<file path="src/rtl/sequence_scorer.sv">
// rtl/sequence_scorer.sv - piano sequence round scorer: press capture, miss tracking, lives and level
module sequence_scorer #(
  parameter int unsigned TIMEOUT_CYCLES = 250000000
) (
  input  logic       clock,
  input  logic       resetn,
  input  logic       hard_reset,
  input  logic       auto_reset,
  input  logic       level_one_active,
  input  logic       check_score_enable,
  input  logic       next_level,
  input  logic [5:0] user_input,
  output logic       ih_isdone,
  output logic       win,
  output logic [1:0] lives,
  output logic [1:0] level,
  output logic [5:0] expected_note,
  output logic [2:0] note_index
);

  localparam int CNT_W = (TIMEOUT_CYCLES > 1) ? $clog2(TIMEOUT_CYCLES) : 1;
  localparam logic [CNT_W-1:0] CNT_LAST = CNT_W'(TIMEOUT_CYCLES - 1);

  typedef enum logic [1:0] {
    IDLE  = 2'd0,
    ARMED = 2'd1,
    DONE  = 2'd2
  } state_t;

  state_t           state_q, state_d;
  logic [2:0]       note_index_q, note_index_d;
  logic [CNT_W-1:0] idle_cnt_q, idle_cnt_d;
  logic             miss_q, miss_d;
  logic             ih_isdone_q, ih_isdone_d;
  logic             win_q, win_d;
  logic [1:0]       lives_q, lives_d;
  logic [1:0]       level_q, level_d;
  logic [5:0]       sample_q, sample_d;

  logic press;
  logic timeout;
  logic last_note;

  // Look up the one-hot note expected at the current position; past the end of the sequence nothing is expected.
  always_comb begin
    expected_note = 6'b000000;
    case ({level_q, note_index_q})
      5'b00_000: expected_note = 6'b000001;
      5'b00_001: expected_note = 6'b000100;
      5'b00_010: expected_note = 6'b010000;
      5'b01_000: expected_note = 6'b000010;
      5'b01_001: expected_note = 6'b001000;
      5'b01_010: expected_note = 6'b100000;
      5'b01_011: expected_note = 6'b001000;
      5'b10_000: expected_note = 6'b100000;
      5'b10_001: expected_note = 6'b010000;
      5'b10_010: expected_note = 6'b000100;
      5'b10_011: expected_note = 6'b000001;
      5'b10_100: expected_note = 6'b000010;
      5'b11_000: expected_note = 6'b000100;
      5'b11_001: expected_note = 6'b000001;
      5'b11_010: expected_note = 6'b001000;
      5'b11_011: expected_note = 6'b100000;
      5'b11_100: expected_note = 6'b000010;
      5'b11_101: expected_note = 6'b010000;
      default:   expected_note = 6'b000000;
    endcase
  end

  // Next-state and datapath updates, resolved in control priority order.
  always_comb begin
    state_d      = state_q;
    note_index_d = note_index_q;
    idle_cnt_d   = idle_cnt_q;
    miss_d       = miss_q;
    ih_isdone_d  = ih_isdone_q;
    win_d        = win_q;
    lives_d      = lives_q;
    level_d      = level_q;
    sample_d     = sample_q;

    // A press is a rising edge of "any key down" seen only while capturing.
    press     = (state_q == ARMED) && (user_input != 6'd0) && (sample_q == 6'd0);
    timeout   = (idle_cnt_q == CNT_LAST);
    last_note = (note_index_q == ({1'b0, level_q} + 3'd2));

    if (state_q == ARMED) begin
      sample_d = user_input;
    end

    if (hard_reset) begin
      state_d      = IDLE;
      note_index_d = 3'd0;
      idle_cnt_d   = '0;
      miss_d       = 1'b0;
      ih_isdone_d  = 1'b0;
      win_d        = 1'b0;
      lives_d      = 2'd3;
      level_d      = 2'd0;
      sample_d     = 6'd0;
    end else if (auto_reset || next_level) begin
      // Both round-level clears share the return to IDLE; next_level additionally advances.
      state_d      = IDLE;
      note_index_d = 3'd0;
      idle_cnt_d   = '0;
      miss_d       = 1'b0;
      ih_isdone_d  = 1'b0;
      win_d        = 1'b0;
      sample_d     = 6'd0;
      if (next_level) begin
        lives_d = 2'd3;
        if (level_q != 2'd3) begin
          level_d = level_q + 2'd1;
        end
      end
    end else if (check_score_enable && (state_q == DONE)) begin
      win_d = ~miss_q;
      if (miss_q && (lives_q != 2'd0)) begin
        lives_d = lives_q - 2'd1;
      end
    end else if (level_one_active && (state_q == IDLE)) begin
      state_d = ARMED;
    end else if (state_q == ARMED) begin
      if (press) begin
        // Any mismatch, including chords, counts as a miss.
        if (user_input != expected_note) begin
          miss_d = 1'b1;
        end
        note_index_d = note_index_q + 3'd1;
        idle_cnt_d   = '0;
        if (last_note) begin
          state_d     = DONE;
          ih_isdone_d = 1'b1;
        end
      end else if (timeout) begin
        miss_d      = 1'b1;
        state_d     = DONE;
        ih_isdone_d = 1'b1;
      end else begin
        idle_cnt_d = idle_cnt_q + CNT_W'(1);
      end
    end
  end

  // State and datapath registers with asynchronous power-on clear.
  always_ff @(posedge clock or negedge resetn) begin
    if (!resetn) begin
      state_q      <= IDLE;
      note_index_q <= 3'd0;
      idle_cnt_q   <= '0;
      miss_q       <= 1'b0;
      ih_isdone_q  <= 1'b0;
      win_q        <= 1'b0;
      lives_q      <= 2'd3;
      level_q      <= 2'd0;
      sample_q     <= 6'd0;
    end else begin
      state_q      <= state_d;
      note_index_q <= note_index_d;
      idle_cnt_q   <= idle_cnt_d;
      miss_q       <= miss_d;
      ih_isdone_q  <= ih_isdone_d;
      win_q        <= win_d;
      lives_q      <= lives_d;
      level_q      <= level_d;
      sample_q     <= sample_d;
    end
  end

  assign ih_isdone  = ih_isdone_q;
  assign win        = win_q;
  assign lives      = lives_q;
  assign level      = level_q;
  assign note_index = note_index_q;

endmodule

</file>
<file path="config.mk">
export PLATFORM = sky130hd
export DESIGN_NAME = sequence_scorer
export DESIGN_NICKNAME = d
export VERILOG_FILES = /design/src/rtl/sequence_scorer.sv
export SDC_FILE = /design/constraint.sdc
export NUM_CORES = 1
export LEC_CHECK = 0
export ABC_AREA = 1
export CAP_MARGIN = 20
export CORE_UTILIZATION = 40
export DETAILED_ROUTE_END_ITERATION = 10
export MAX_ROUTING_LAYER = met4
export SLEW_MARGIN = 20
export SYNTH_ARGS = -nofsm -noshare
export SYNTH_HDL_FRONTEND = slang
export SYNTH_SLANG_ARGS = --single-unit
</file>
<file path="constraint.sdc">
create_clock -name clock -period 3.5 [get_ports clock]
set_input_delay 0.525 -clock clock [delete_from_list [all_inputs] [get_ports clock]]
set_output_delay 0.525 -clock clock [all_outputs]
set_load 0.02 [all_outputs]
</file>
## Yosys cells after proc, flatten, opt, wreduce, memory -nomap -nowiden

Memory sizes are Yosys's and may differ from the RTL's.
Cells that the tools add are included.
W data, S select, Z words.

- Add/subtract/negate cells: 5
- $mul: 0
- Divide/modulo/power cells: 0
- Order comparisons: 0
- Eq/ne operators: 13
- Shift-type cells: 0
- Multiplexer cells: 51
- Bitwise operators: 1
- Reductions and logical operators: 27

Operator list:

| operator | number |
|---|---|
| $mux W28 | 7 |
| $mux W2 | 17 |
| $add A28 B1 Y28 const B | 1 |
| $eq A28 B28 Y1 const B | 1 |
| $mux W1 | 18 |
| $mux W3 | 6 |
| $mux W6 | 3 |
| $reduce_and A4 Y1 | 3 |
| $reduce_bool A3 Y1 | 4 |
| $reduce_and A5 Y1 | 2 |
| $ne A3 B3 Y1 const B | 3 |
| $ne A4 B2 Y1 const B | 2 |
| $reduce_bool A2 Y1 | 4 |
| $reduce_bool A4 Y1 | 2 |
| $logic_not A6 Y1 | 1 |
| $ne A6 B6 Y1 | 1 |
| $reduce_and A3 Y1 | 2 |
| $reduce_bool A6 Y1 | 1 |
| $logic_and A1 B1 Y1 | 5 |
| $ne A5 B2 Y1 const B | 1 |
| $reduce_bool A5 Y1 | 1 |
| $ne A4 B3 Y1 const B | 1 |
| $add A2 B2 Y3 const B | 1 |
| $add A3 B1 Y3 const B | 1 |
| other kinds (9) | 9 |

- Flip-flop bits (word level): 46
- Latch bits: 0
- Memory bits (writable): 0
- Bits in read-only memories: 192
- Output and inout bits: 15
- Memories: 1

Memory list:

| name | depth | width | rd ports | clocked after Yosys merged registers in | write ports | RTL line | RTL |
|---|---|---|---|---|---|---|---|
| (no name shown) | 32 | 6 | 1 | 0 | 0 | 47 | `case ({level_q, note_index_q})` |

## Logic depth before layout (Yosys ltp)

Gate-level depths: netlist (run 1).

- Depth in word-level cells: 9
- Depth in mapped cells: 14

## Least setup slack after synthesis (run 1)

No wires, ideal clock.

- Path kind: reg-to-output
- Start: reg note_index_q[2] (netlist: note_index[2])
- End: out expected_note[5]
- Arrival time: 1.392 ns
- Slack: 1.583 ns
- Cell stages (with the launch flop): 7
- Path buffers: 0
- Path through: dfrtp_1 clkinv_1 ha_1 a21oi_1 nand2_1 nand2_1 inv_1

- Word-level cells in the longest chain between the ends: 1

RTL lines:

| item | RTL line | RTL |
|---|---|---|
| start, declared | 31 | `logic [2:0] note_index_q, note_index_d;` |
| start signal, assigned | 159 | `note_index_q <= note_index_d;` |
| $mem_v2 Z32 W6 | - |  |
| end, declared | 17 | `output logic [5:0] expected_note,` |

No other way between the ends.

## Worst setup path after layout (run 1)

Same ends and word-level chain as after synthesis.

==> results of run 1 <==
[final cells by class]
cell class | count | area [sq um]
timing repair buffer | 28 | 275
fill | 846 | 4140
clock buffer | 6 | 72.6
tap | 102 | 128
inverter | 57 | 216
sequential | 46 | 1150
multi-input combinational | 392 | 1810
clock inverter | 1 | 7.51
[critical path, cell delays in order (launching register included)]
cell and delay (ns):
dfrtp_1 0.47, clkinv_1 0.28, ha_1 0.30, a21oi_1 0.14, nand2_1 0.10, nand2_1 0.09
inv_1 0.04, clkdlybuf4s50_1 0.53
[state kept, by name, indices dropped and copies added, names as in the netlist]
| register | flops |
|---|---|
| ih_isdone | 1 |
| level | 2 |
| idle_cnt_q | 28 |
| win | 1 |
| lives | 2 |
| sample_q | 6 |
| state_q | 2 |
| note_index | 3 |
| miss_q | 1 |
[routing by layer]
metal / vias up / GRT usage / part of all wire
met1: 1429 / 0.317 / 0.49
met2: 79 / 0.357 / 0.45
met4: 0 / 0.0547 / 0.010
met3: 9 / 0.0299 / 0.048
met5: - / - / 0
li1: 1678 / - / -
[cells in the final DEF (no fill, tap or decap), types with 2 or more instances in the layout]
cell type / instances
nand2_1: 147
nor2_1: 80
nand3_1: 69
inv_1: 54
dfrtp_1: 44
o21ai_0: 33
clkdlybuf4s50_1: 26
a21oi_1: 19
nor3_1: 11
ha_1: 8
clkbuf_8: 5
nand4_1: 4
nor2_4: 3
xnor2_1: 3
nand2_4: 2
xor2_1: 2
a31oi_1: 2
buf_4: 2
dfstp_2: 2
[synthesized netlist by cell type, types with 2 or more instances]
cell,number
nand2_4,2
nand4_1,4
nor3_1,11
nor2_4,3
nand3_1,69
clkbuf_1,5
xnor2_1,3
a21oi_1,19
inv_1,54
nand2_1,147
nor2_1,80
xor2_1,2
ha_1,8
dfrtp_1,44
buf_6,2
o21ai_0,33
buf_2,6
dfstp_2,2
a31oi_1,2
[cells by family (layout without fill, tap and decap cells)]
kind of cell / count (synthesis) / after routing / share of synthesized area
adder cells (fa/ha/maj): 8 / 8 / 0.0307
AND/OR/NAND/NOR: 320 / 320 / 0.418
XOR/XNOR: 5 / 5 / 0.0134
flip-flops: 46 / 46 / 0.354
AO/OA/AOI/OAI: 59 / 59 / 0.0944
buffers and inverters: 71 / 92 / 0.0898
[metrics by stage]
stage               worst slack (ns)  area, sq um  hold WS, ns  std cells  total power [mW]
floorplan                       1.58         3260        0.229        509             0.654
global placement               0.831         3580        0.467        625             0.724
detailed placement             0.793         3580        0.478        625             0.724
CTS                            0.736         3660        0.449        632              1.04
global route                   0.522         3670        0.275        632              1.08
finish                         0.732         3670        0.231        632              1.03
[power by group]
group	switching, mW	total (mW)	internal, mW
logic	0.100	0.159	0.0591
registers	0.0118	0.553	0.541
clock network	0.182	0.319	0.137
[worst paths after layout]
kind	start	endpoint	slack [ns]	cells after the start
max reg2reg	state_q[1]	idle_cnt_q[9]	1.20	10
max	note_index[2]	expected_note[5]	0.73	7
min reg2reg	state_q[0]	state_q[0]	0.49	2
max in group asynchronous	resetn	idle_cnt_q[19]	2.85	1
min	resetn	sample_q[3]	0.23	1
min in group clock	state_q[0]	state_q[0]	0.49	2
==> results.yml, run 1 <==
cts:
  clkSinkCount: 46
  cts_buffer_depth: 2
  clkTransAtPathRegs_ns: 0.09
  cts_buffers: 5
  ctsHtreeMaxLevel: 2
  cts_tree: "done"
  hold_buffers: 0
  cts-resized-gates: 0
  cts_setup_buffers: 0
  clock_latency_ns: 0.30
  cts_root_buffer: "clkbuf_8"
synth:
  netlist_area_sq_um: 3260
  ys.flop_type: "dfrtp_1"
  synth_fp_nets: 530
  synthTopCellsByArea: "dfrtp_1, nand2_1, nand3_1"
  ys_types: 32
  avgSynthCellArea_sq_um: 6.41
  yosys.area.top_type_share: 0.338
  synth_edf_count: 0
  netlist.top_cell.by_area: "dfrtp_1"
  synthArstFlopShare: 1.00
  ys_seq_area_frac: 0.354
  ys_ff_latch: 46
  synthCells: 509
  yosys_warnings: 0
floorplan:
  rows: 32
  die_y_um: 92.3
  die-area_sq_um: 8520
  floorplan.initialDensity: 0.418
  io_pins: 28
  coreArea_sq_um: 7810
  die_w_um: 92.3
grt:
  antenna_found_initial: 0
  grt_overflow: 0
  grt_pass1_wl_mm: 14.8
  grt_start_max_net_pins: 47
  first_global_vias: 3045
  grt_usage: 0.229
status:
  status: "complete, no violations"
routing:
  drt_wl_total_mm: 8.77
  vias: 3195
  drc: 0
  wl_per_cell_um: 13.9
  vias_per_cell: 5.06
  ant_nets: 0
  dr.pass1.iters: 5
  dr.first_iter.drc_count: 193
pwr:
  leakagePower_nw: 1.57
  power_density_nw_per_um2: 281
  ir_drop_v: 0.000196
finish:
  diodes: 0
  final_nets: 551
  area_growth_pct: 12.5
  final_core_util: 0.470
  layout-drive-gt1-share: 0.0377
place:
  io_buffer_count: 27
  gp_congestion: 0.894
  dp_hpwl_mm: 6.60
critical_path:
  start_kind: "flip-flop"
  worstPathArrival_ns: 2.24
  critPathKind: "reg -> out"
  end_kind: "primary output"
  worstPathRequired_ns: 2.97
  cp_max_fo: 9
sta:
  setup_viol: 0
  slew_headroom: 0.513
  clock.fmax_ghz: 0.361
  finalCritPeriodShare: 0.791
  drv_slew: 0
  finalHoldViolations: 0
  skew_ns: 0.00951
  rsz0062_at_grt: "no"
  setup_tns_ns: 0
  post-route-min-period_ns: 2.77
  worst_pin_slew_ns: 0.729
run:
  cap_violations: 0
hold_path:
  hp-class: "in -> async"
(Power assumes the default switching activity.)
==> run 2: changes to the inputs <==
- clock period: 3.5 -> 2.74 ns (I/O delays scaled with it)
==> results.yml, run 2 (synthesis gave the netlist of run 1 again) <==
floorplan:
  rows: 32
  io_pins: 28
  die_w_um: 92.3
  floorplan.initialDensity: 0.418
  coreArea_sq_um: 7810
  die-area_sq_um: 8520
  die_y_um: 92.3
routing:
  drt_wl_total_mm: 9.21
  vias: 3273
  wl_per_cell_um: 14.4
  vias_per_cell: 5.13
  ant_nets: 0
  dr.pass1.iters: 5
  drc: 0
  dr.first_iter.drc_count: 167
cts:
  hold_buffers: 0
  cts_root_buffer: "clkbuf_8"
  clock_latency_ns: 0.31
  cts_tree: "done"
  ctsHtreeMaxLevel: 2
  cts_buffer_depth: 2
  cts_buffers: 5
  clkSinkCount: 46
  cts_setup_buffers: 0
  clkTransAtPathRegs_ns: 0.09
pwr:
  ir_drop_v: 0.000252
  power_mw: 1.43
  power_density_nw_per_um2: 384
  leakagePower_nw: 1.61
place:
  dp_hpwl_mm: 7.03
  io_buffer_count: 27
  gp_congestion: 0.967
grt:
  grt_overflow: 0
  grt_pass1_wl_mm: 15.8
  first_global_vias: 3215
  antenna_found_initial: 0
  grt_start_max_net_pins: 43
  grt_usage: 0.247
sta:
  drv_slew: 0
  slew_headroom: 0.481
  setup_viol: 0
  finalHoldViolations: 0
  clock.fmax_ghz: 0.387
  finalCritPeriodShare: 0.943
  rsz0062_at_grt: "no"
  setup_tns_ns: 0
  worst_pin_slew_ns: 0.778
  skew_ns: 0.0110
  post-route-min-period_ns: 2.58
finish:
  top_register: "idle_cnt_q"
  layout_commonest_cell: "nand2_1"
  area_growth_pct: 14.6
  largest_reg_flops: 28
  layout-drive-gt1-share: 0.0522
  final_cell_mix: "nand2_1, nor2_1, nand3_1"
  final_nets: 556
  diodes: 0
critical_path:
  worstPathRequired_ns: 2.33
  critPathKind: "reg -> out"
  start_kind: "flip-flop"
  critPathTopFamily: "buffers and inverters"
  worstPathArrival_ns: 2.17
  crit_chain: "inv_1 -> ha_1 -> inv_1 -> nor2_1 -> nand2_1 -> nand2_1 -> nand2_1 -> inv_1 -> clkdlybuf4s50_1"
  crit_buf_inv: 4
  startpoint: "note_index[0]"
  r2r-start: "idle_cnt_q[0]"
  critPathMaxStageDelay_ns: 0.59
  end_kind: "primary output"
  crit_slowest_cell: "clkdlybuf4s50_1"
  cp_max_fo: 8
status:
  status: "complete, no violations"
run:
  cap_violations: 0
hold_path:
  hp-class: "in -> async"
run 2: area by class of cell:
class,count,area [sq um]
tap,102,128
clock inverter,2,37.5
timing repair buffer,33,310
inverter,57,220
multi-input combinational,392,1810
sequential,46,1150
clock buffer,6,72.6
fill,837,4070
run 2: where the power goes:
group	internal (mW)	switching, mW
clock	0.273	0.243
combinational	0.0794	0.133
sequential	0.691	0.0147
total	1.04	0.390
run 2: final timing paths:
kind	endpoint	depth (start not counted)	slack [ns]
max	expected_note[5]	9	0.16
min	note_index[1]	1	0.07
max reg2reg	idle_cnt_q[18]	11	0.59
min reg2reg	win	2	0.49
max in group asynchronous	lives[1]	2	1.86
min in group clock	win	2	0.49
run 2: metal layers:
layer / GRT usage / up-vias / wire length [um]
met5: - / - / 0
met1: 0.328 / 1515 / 4540
li1: - / 1686 / -
met2: 0.389 / 59 / 4140
met4: 0.0781 / 0 / 192
met3: 0.0365 / 13 / 332
run 2: stage by stage:
| stage | setup slack, ns | instance area (sq um) | std cells | utilization | hold slack, ns |
|---|---|---|---|---|---|
| finish | 0.157 | 3740 | 638 | 0.479 | 0.0745 |
| global route | 0.0225 | 3740 | 638 | 0.479 | 0.111 |
| CTS | 0.0919 | 3730 | 638 | 0.478 | 0.0866 |
| detailed placement | 0.441 | 3620 | 630 | 0.464 | 0.421 |
| global placement | 0.427 | 3620 | 630 | 0.464 | 0.422 |
| floorplan | 0.845 | 3260 | 509 | - | 0.115 |
run 2: timing repair:
action	4_1_cts	5_1_grt
endpoints found under the setup margin	0	2
hold endpoints to repair	0	0
resized for setup	0	2
==> run 3: changes to the inputs <==
- CORE_MARGIN: not set -> 1.5
==> results.yml, run 3 (synthesis gave the netlist of run 1 again) <==
status:
  status: "complete, no violations"
routing:
  dr.first_iter.drc_count: 207
  dr.pass1.iters: 6
  vias: 3285
  ant_nets: 0
  drt_wl_total_mm: 8.93
  wl_per_cell_um: 14.0
  vias_per_cell: 5.15
  drc: 0
critical_path:
  critPathMaxStageDelay_ns: 0.66
  crit_slowest_cell: "dfrtp_1"
  start_kind: "flip-flop"
  ff2ff_setup_slack_ns: 0.57
  cp_max_fo: 14
  worstPathRequired_ns: 2.33
  worstPathArrival_ns: 2.17
  critPathKind: "reg -> out"
  worst-r2r-cell-count: 12
  r2r-end: "idle_cnt_q[18]"
  end_kind: "primary output"
  crit_chain: "inv_1 -> nand3_1 -> nand3_1 -> nand2_1 -> inv_1 -> clkdlybuf4s50_1"
  r2r-start: "idle_cnt_q[0]"
sta:
  finalHoldViolations: 0
  hold_ws_ns: 0.0990
  clock.fmax_ghz: 0.387
  finalCritPeriodShare: 0.942
  slew_headroom: 0.611
  worst_pin_slew_ns: 0.583
  post-route-min-period_ns: 2.58
  setup_tns_ns: 0
  drv_slew: 0
  skew_ns: 0.00931
  rsz0062_at_grt: "no"
  setup_viol: 0
finish:
  largest_reg_flops: 28
  final_nets: 556
  ff_latch_area_sq_um: 1150
  area_growth_pct: 13.8
  layout_commonest_cell: "nand2_1"
  diodes: 0
  fillers: 840
  final_cell_mix: "nand2_1, nor2_1, nand3_1"
  layout-drive-gt1-share: 0.0504
  multi_input_area_sq_um: 1810
  top_register: "idle_cnt_q"
  final_core_util: 0.475
  fin_cells: 638
cts:
  cts_buffers: 5
  clock_latency_ns: 0.30
  cts_buffer_depth: 2
  clkTransAtPathRegs_ns: 0.09
  cts_root_buffer: "clkbuf_8"
  cts_tree: "done"
  clkSinkCount: 46
  cts_setup_buffers: 0
  ctsHtreeMaxLevel: 2
floorplan:
  die_w_um: 93.3
  rows: 32
  coreArea_sq_um: 7810
  floorplan.initialDensity: 0.418
  io_pins: 28
  die_y_um: 93.3
  die-area_sq_um: 8700
pwr:
  power_mw: 1.33
  power_density_nw_per_um2: 358
  leakagePower_nw: 1.59
  ir_drop_v: 0.000262
run:
  cap_violations: 0
place:
  gp_congestion: 0.956
  io_buffer_count: 27
  placed_cells: 630
  dp_hpwl_mm: 6.84
grt:
  antenna_found_initial: 0
  grt_start_max_net_pins: 43
  first_global_vias: 3032
  grt_pass1_wl_mm: 15.3
  grt_usage: 0.228
  grt_overflow: 0
hold_path:
  hp-class: "in -> async"
[run 3: metal layers]
layer / track usage / routed length (um) / vias up
met1: 0.331 / 4530 / 1503
met3: 0.0293 / 405 / 9
met5: - / 0 / -
li1: - / - / 1686
met4: 0.0391 / 77 / 0
met2: 0.345 / 3910 / 87
[run 3: final cells by class]
class / instances / area share
Sequential cell: 46 / 0.311
Clock buffer: 7 / 0.0206
Timing Repair Buffer: 33 / 0.0836
Clock inverter: 1 / 0.00202
Tap cell: 102 / 0.0344
Multi-Input combinational cell: 392 / 0.489
Inverter: 57 / 0.0593
[run 3: worst max-delay path by stage]
stage,start,endpoint,slack [ns],depth (start not counted)
2_1_floorplan,note_index[2],miss_q,0.84,12
3_3_place_gp,note_index[2],expected_note[5],0.43,7
3_5_place_dp,note_index[2],expected_note[5],0.43,7
4_1_cts,note_index[2],expected_note[5],0.08,7
5_1_grt,level[0],expected_note[2],0.02,6
6_report,level[0],expected_note[2],0.16,6
[run 3: power by group]
part           internal, mW  switching [mW]
registers             0.691          0.0156
logic                0.0794           0.130
clock network         0.181           0.233
total                 0.952           0.378
[run 3: critical path: cells and delay by family (launching register included)]
family | cells | cell delay, ns
AND/OR/NAND/NOR | 3 | 0.39
buffers and inverters | 3 | 0.81
flip-flops | 1 | 0.66
[run 3: timing repair]
| action | in CTS | in global routing |
|---|---|---|
| resized for setup | 0 | 2 |
| hold buffers | 0 | 0 |
| endpoints found under the setup margin | 0 | 2 |
[run 3: metrics by stage]
stage,setup WS [ns],area [sq um]
global route,0.0172,3710
floorplan,0.845,3260
CTS,0.0817,3710
global placement,0.427,3620
finish,0.159,3710
detailed placement,0.431,3620
